`src/rtl/branch_target_buffer.sv`:
```
`default_nettype none
// +----------------------------------------------------------------------+
// | Module      : branch_target_buffer                                   |
// | Description : Fully-associative branch target buffer. Lookup is      |
// |               combinational; execute-stage resolutions train the     |
// |               per-entry saturating counters and allocate new entries |
// |               (free slot first, else round-robin victim).            |
// | Revision    : 1.0 - initial release                                  |
// +----------------------------------------------------------------------+
module branch_target_buffer #(
  parameter int PC_W     = 16,
  parameter int ENTRIES  = 4,
  parameter int CNT_W    = 2,
  parameter int ALLOC_NT = 1
) (
  input  logic                        clk,
  input  logic                        rst_n,
  input  logic [PC_W-1:0]             lookup_pc,
  output logic                        hit,
  output logic                        pred_taken,
  output logic [PC_W-1:0]             pred_target,
  input  logic                        upd_valid,
  input  logic [PC_W-1:0]             upd_pc,
  input  logic                        upd_taken,
  input  logic [PC_W-1:0]             upd_target,
  input  logic                        clear,
  output logic [$clog2(ENTRIES):0]    occupancy
);

  localparam int IDX_W = $clog2(ENTRIES);
  localparam int OCC_W = IDX_W + 1;
  localparam logic [CNT_W-1:0] C_CNT_MAX = {CNT_W{1'b1}};

  // Entry storage
  logic [ENTRIES-1:0] r_valid;
  logic [PC_W-1:0]    r_tag    [ENTRIES];
  logic [PC_W-1:0]    r_target [ENTRIES];
  logic [CNT_W-1:0]   r_cnt    [ENTRIES];
  logic [IDX_W-1:0]   r_victim;
  logic [OCC_W-1:0]   r_occ;

  // Lookup/update match results and allocation choice
  logic               w_look_hit;
  logic [IDX_W-1:0]   w_look_idx;
  logic               w_upd_hit;
  logic [IDX_W-1:0]   w_upd_idx;
  logic               w_has_free;
  logic [IDX_W-1:0]   w_free_idx;
  logic               w_alloc_en;
  logic [IDX_W-1:0]   w_alloc_idx;

  // Lookup match: scanning from the top down lets the lowest index win
  always_comb begin
    w_look_hit = 1'b0;
    w_look_idx = '0;
    for (int i = ENTRIES - 1; i >= 0; i--) begin
      if (r_valid[i] && (r_tag[i] == lookup_pc)) begin
        w_look_hit = 1'b1;
        w_look_idx = IDX_W'(i);
      end
    end
  end

  // Update match: same lowest-index priority, only valid entries count
  always_comb begin
    w_upd_hit = 1'b0;
    w_upd_idx = '0;
    for (int i = ENTRIES - 1; i >= 0; i--) begin
      if (r_valid[i] && (r_tag[i] == upd_pc)) begin
        w_upd_hit = 1'b1;
        w_upd_idx = IDX_W'(i);
      end
    end
  end

  // Lowest-index invalid slot, and the final allocation target
  always_comb begin
    w_has_free = 1'b0;
    w_free_idx = '0;
    for (int i = ENTRIES - 1; i >= 0; i--) begin
      if (!r_valid[i]) begin
        w_has_free = 1'b1;
        w_free_idx = IDX_W'(i);
      end
    end
    w_alloc_idx = w_has_free ? w_free_idx : r_victim;
    w_alloc_en  = upd_valid && !w_upd_hit && (upd_taken || (ALLOC_NT != 0));
  end

  // Prediction outputs are forced to zero on a miss
  always_comb begin
    hit         = w_look_hit;
    pred_taken  = w_look_hit & r_cnt[w_look_idx][CNT_W-1];
    pred_target = w_look_hit ? r_target[w_look_idx] : '0;
    occupancy   = r_occ;
  end

  // Entry state: async reset, clear beats update, then train or allocate
  always_ff @(posedge clk or negedge rst_n) begin
    if (!rst_n) begin
      r_valid  <= '0;
      r_victim <= '0;
      r_occ    <= '0;
      for (int i = 0; i < ENTRIES; i++) begin
        r_tag[i]    <= '0;
        r_target[i] <= '0;
        r_cnt[i]    <= '0;
      end
    end else if (clear) begin
      // Counters and targets stay; the valid bits alone gate their use
      r_valid  <= '0;
      r_victim <= '0;
      r_occ    <= '0;
    end else if (upd_valid) begin
      if (w_upd_hit) begin
        if (upd_taken) begin
          if (r_cnt[w_upd_idx] != C_CNT_MAX) begin
            r_cnt[w_upd_idx] <= r_cnt[w_upd_idx] + CNT_W'(1);
          end
          r_target[w_upd_idx] <= upd_target;
        end else if (r_cnt[w_upd_idx] != '0) begin
          r_cnt[w_upd_idx] <= r_cnt[w_upd_idx] - CNT_W'(1);
        end
      end else if (w_alloc_en) begin
        r_valid[w_alloc_idx]  <= 1'b1;
        r_tag[w_alloc_idx]    <= upd_pc;
        r_target[w_alloc_idx] <= upd_target;
        r_cnt[w_alloc_idx]    <= upd_taken ? C_CNT_MAX : '0;
        if (w_has_free) begin
          // Only a free slot grows occupancy, so it can never exceed ENTRIES
          r_occ <= r_occ + OCC_W'(1);
        end else begin
          // ENTRIES is a power of two, so natural overflow wraps to 0
          r_victim <= r_victim + IDX_W'(1);
        end
      end
    end
  end

endmodule
`default_nettype wire

```
`config.mk`:
```
export PLATFORM = sky130hd
export DESIGN_NAME = branch_target_buffer
export DESIGN_NICKNAME = d
export VERILOG_FILES = /design/src/rtl/branch_target_buffer.sv
export SDC_FILE = /design/constraint.sdc
export NUM_CORES = 1
export LEC_CHECK = 0
export ABC_CLOCK_PERIOD_IN_PS = 5200
export CAP_MARGIN = 5
export CORE_UTILIZATION = 64
export DETAILED_ROUTE_END_ITERATION = 16
export GPL_ROUTABILITY_DRIVEN = 0
export HOLD_SLACK_MARGIN = 0.15
export PLACE_DENSITY_LB_ADDON = 0.05
export SYNTH_ARGS = -nofsm -noshare
export SYNTH_HDL_FRONTEND = slang
export SYNTH_SLANG_ARGS = --single-unit
```
`constraint.sdc`:
```
create_clock -name clk -period 5.2 [get_ports clk]
set_input_delay 1.04 -clock clk [delete_from_list [all_inputs] [get_ports clk]]
set_output_delay 1.04 -clock clk [all_outputs]
set_load 0.02 [all_outputs]
```
* After elaboration in Yosys (flattened, before gate mapping)
Cells that the tools add are included.
Cells by class: $add $sub $neg 4, $mul 0, divide/modulo/power cells 0, magnitude comparators 7, equal/unequal tests 14, shift operators 0, mux-type cells 74, bitwise logic cells 7, reduce and logical (&&, ||, !) cells 24
Operators with widths (number):
- 64-bit bitwise mux | 3
- 64-bit 2-to-1 mux | 3
- 16-bit equality test | 8
- 16-bit 2-to-1 mux | 5
- 16-bit demux with 2-bit select | 2
- 2-bit 2-to-1 mux | 25
- 8-bit 2-to-1 mux | 5
- 16-bit binary-select mux with 2-bit select | 1
- 8-bit bitwise mux | 3
- 4-bit 2-to-1 mux | 4
- 4-bit AND reduction | 4
- 3-bit 2-to-1 mux | 5
- 1-bit 2-to-1 mux | 13
- 1-bit logical AND | 12
- 2-bit nonzero test | 5
- 3-bit greater-or-equal comparator (second input constant) | 3
- 2-bit inverter with 3-bit output | 3
- 2-bit binary-select mux with 2-bit select | 2
- 2-bit demux with 2-bit select | 2
- 2-bit inequality test (second input constant) | 4
- 3-bit by 1-bit < comparator with 1-bit output (second input constant) | 2
- 3-bit by 2-bit inequality test with 1-bit output (second input constant) | 2
- 5-bit AND reduction | 1
- 2-bit by 1-bit adder with 2-bit output (second input constant) | 2
- 10 further kinds | 11
Storage, ports and cells: register bits 145, latch bits 0, RAM bits 0, memory bits (read-only) 0, bits of input ports 53, output and inout port bits 21, word-level logic and storage cells 145, memories kept 0

* Depth between registers and ports, before layout
depth in word-level cells 15, gate-level depth with buffers 14, mapped depth without buffers 13

* Worst setup path before layout
No wires, ideal clock.
path type input to output, start point input lookup_pc[8], end point output pred_target[5], arrival 3060 ps, data required time 4160 ps, slack 1100 ps, cell stages on the path 9, path buffers 3, path through clkbuf_1 > xor2_1 > nor4_1 > nand4_1 > nor3_1 > buf_1 > buf_2 > mux2i_1 > o21ai_0
On the way: cells in the longest elaborated chain, start to end 11, elaborated cells on any way between the ends 21, those cells by class eq/ne (4); mux (12); bitwise (1); reduce/logical (4)
RTL lines:
- start: declaration | line 18 | input logic [PC_W-1:0] lookup_pc,
- 16-bit equality test | line 57 | if (r_valid[i] && (r_tag[i] == lookup_pc)) begin
- 1-bit logical AND | line 57
- 2-bit 2-to-1 mux (4 in series) | line 57
- 2-bit inverter with 3-bit output (implied by the code) | line 94 | pred_target = w_look_hit ? r_target[w_look_idx] : '0;
- 16-bit binary-select mux with 2-bit select | line 94
- 16-bit 2-to-1 mux (implied by the code) (2 in series) | line 94
- 16-bit 2-to-1 mux (*) | line 94
- end: declaration | line 21 | output logic [PC_W-1:0] pred_target,
Mark *: on every way between the ends. The rest lies on a longest branch, timed or not. The select of a mux whose other input is x is not followed.

* Final worst setup path
start point input lookup_pc[13], end point output pred_target[7]
The elaborated chain is that of the path after synthesis.

==> reports/qor.csv <==
metric,value,unit
status,"finished, final reports clean",
synth.distinct_cells,71,
finalHoldViolations,0,
dp.cells,961,
ys_seq_area_share,41.1,%
grt_max_degree,109,
clkLatencyLatePin,0.44,ns
worstSetupPathType,primary input to primary output,
grt_pass1_wl,33600,µm
nets,860,
vias_per_cell,6.04,
wl_per_cell,21.2,µm
cts_setup_buffers,0,
grt_setup_unrepaired,no,
max_cap_violations,0,
async_flop_share,100,%
die_h,119,µm
die_x,119,µm
wirelength,21000,µm
cp.arrival,3.93,ns
io_buffers,73,
peakVddDrop,270,µV
drt_first_pass_iters,5,
power_leakage,4.27,nW
antenna_cells,0,
holdCritPathClass,register to register,
synth_area_per_cell,12.0,µm²
ys_ff_latch,145,
critPathLaunchType,primary input,
synth_fp_nets,790,
crit_required,4.16,ns
cts_tree,yes,
power.density,349,nW/µm²
vias,5995,
grt.total_usage,31.2,%
synth.most_common_cell,dfrtp_1,
final_cells,993,
synth_area_leaders,"dfrtp_1 (41%), mux2_2 (11%), mux2_4 (9.7%)",
layout-drive-gt1-share,27.9,%
synth_edf_count,0,
clk_path_buf_depth,2,
overflow,0,
drt_iter0_markers,456,
cts_buffers,17,
yosys.area.top_type,dfrtp_1,
cts_root_buf,clkbuf_16,
yosysWarnings,0,
synth-main-ff-cell,dfrtp_1,
first_global_vias,6164,
area_delta_synth_final,14.6,%
slew_headroom,14.6,%
setup_viol,0,
fin_total_pwr,3.53,mW
grt_antenna_before_repair,0,
io_pins,74,
max_freq,201,MHz
netlist_instances,734,
drc,0,
die_area,14300,µm²
period_share,95.6,%
cp_max_fo,18,
finalMaxSlewViolations,0,
synthTopCellsByCount,"dfrtp_1 (145), mux2_2 (85), xnor2_1 (71)",
tightest_slew,1.28,ns
path_clk_slew,0.06,ns
htreeDepth,4,
hpwlAfterDp,14500,µm
clock_sinks,145,
syn_area,8830,µm²
synth.top_cell.area_share,41.1,%
r2r_slack,1.47,ns
critical_path.endpoint_type,primary output,
num_rows,42,
core,13300,µm²
min_period,4.97,ns
clock_skew,0.0136,ns
ant_nets,0,
initial_core_util,66.2,%
tns,0,ns
## cells in the final DEF, fill, tap and decap left out, types with 3 or more instances in the layout
master / n
nand2_1: 36
ha_1: 3
dfrtp_1: 145
nor3_1: 29
a31o_2: 3
mux2_2: 85
a21oi_1: 9
clkdlybuf4s50_1: 71
clkinvlp_4: 4
inv_1: 29
buf_4: 21
and3_1: 3
mux2_4: 57
xor2_1: 54
xnor2_2: 4
mux2_1: 5
nand4_1: 24
clkbuf_16: 17
buf_12: 3
a21o_2: 3
nor4_1: 13
o21a_1: 5
xnor2_1: 71
nor2_1: 11
o2bb2ai_1: 3
o21ai_0: 9
mux2i_1: 19
o21ai_1: 9
clkinv_2: 4
nand3_1: 6
## worst max-delay path: stages
cell and delay (ns):
clkdlybuf4s50_1 0.52, xor2_1 0.19, nor4_1 0.28, nand4_1 0.17, nor4_4 0.34, buf_12 0.22, mux2_2 0.35, mux2i_1 0.18
o21ai_1 0.09, clkdlybuf4s50_1 0.53
## power breakdown
| part | switching (mW) | total [mW] | leakage [nW] | internal (mW) |
|---|---|---|---|---|
| registers | 0.205 | 1.55 | 1.84 | 1.34 |
| clock network | 0.503 | 1.22 | 0.275 | 0.717 |
| logic | 0.325 | 0.762 | 2.15 | 0.437 |
## what timing repair did
action,CTS,global route
gates resized for setup,0,1
setup endpoints to repair,0,1
hold buffers,0,0
## path summary, 6_finish.rpt
path / from / cells past startpoint / end
max: lookup_pc[13] / 10 / pred_target[7]
min: r_target[12]$_DFFE_PN0P_ / 1 / r_target[12]$_DFFE_PN0P_
max reg2reg: r_tag[23]$_DFFE_PN0P_ / 14 / r_cnt[5]$_DFFE_PN0P_
min reg2reg: r_target[12]$_DFFE_PN0P_ / 1 / r_target[12]$_DFFE_PN0P_
max in group asynchronous: rst_n / 2 / r_tag[3]$_DFFE_PN0P_
min in group asynchronous: rst_n / 1 / r_tag[59]$_DFFE_PN0P_
## per-layer routing
| layer | global-route usage [%] | part of all wire (%) | vias up |
|---|---|---|---|
| met5 | 0 | 0 | - |
| met3 | 5.99 | 5.5 | 44 |
| met4 | 10.4 | 2.3 | 0 |
| li1 | - | - | 2705 |
| met2 | 49.0 | 47 | 209 |
| met1 | 43.5 | 45 | 3037 |
## registers in the layout (all words and copies together) (netlist names)
register and count:
r_valid 4, r_victim 2, r_cnt 8, r_target 64, occupancy 3, r_tag 64
## cell families after synthesis
| group | count (synthesis) | synth area share [%] |
|---|---|---|
| adder cells (fa/ha/maj) | 3 | 0.425 |
| buffers and inverters | 75 | 6.70 |
| flip-flops | 145 | 41.1 |
| multiplexers | 166 | 23.3 |
| XOR/XNOR | 129 | 13.1 |
| AO/OA/AOI/OAI | 64 | 5.33 |
| AND/OR/NAND/NOR | 152 | 10.0 |
## area by class of cell
type | instances | area (µm²)
Sequential cell | 145 | 3630
Timing Repair Buffer | 97 | 952
Clock buffer | 19 | 443
Tap cell | 176 | 220
Fill cell | 918 | 3230
Multi-Input combinational cell | 514 | 4630
Clock inverter | 13 | 136
Inverter | 29 | 109
## metrics by stage
step | util, % | instance area [µm²] | setup WS [ns] | hold slack [ns]
after floorplan | - | 8830 | 1.10 | 0.458
after global placement | 71.5 | 9540 | 0.244 | 0.468
after detailed placement | 71.5 | 9540 | 0.178 | 0.476
after CTS | 75.8 | 10100 | 0.178 | 0.490
after global routing | 75.8 | 10100 | 0.0526 | 0.498
final | 75.8 | 10100 | 0.228 | 0.493
Power figures use the tool's default switching activity.
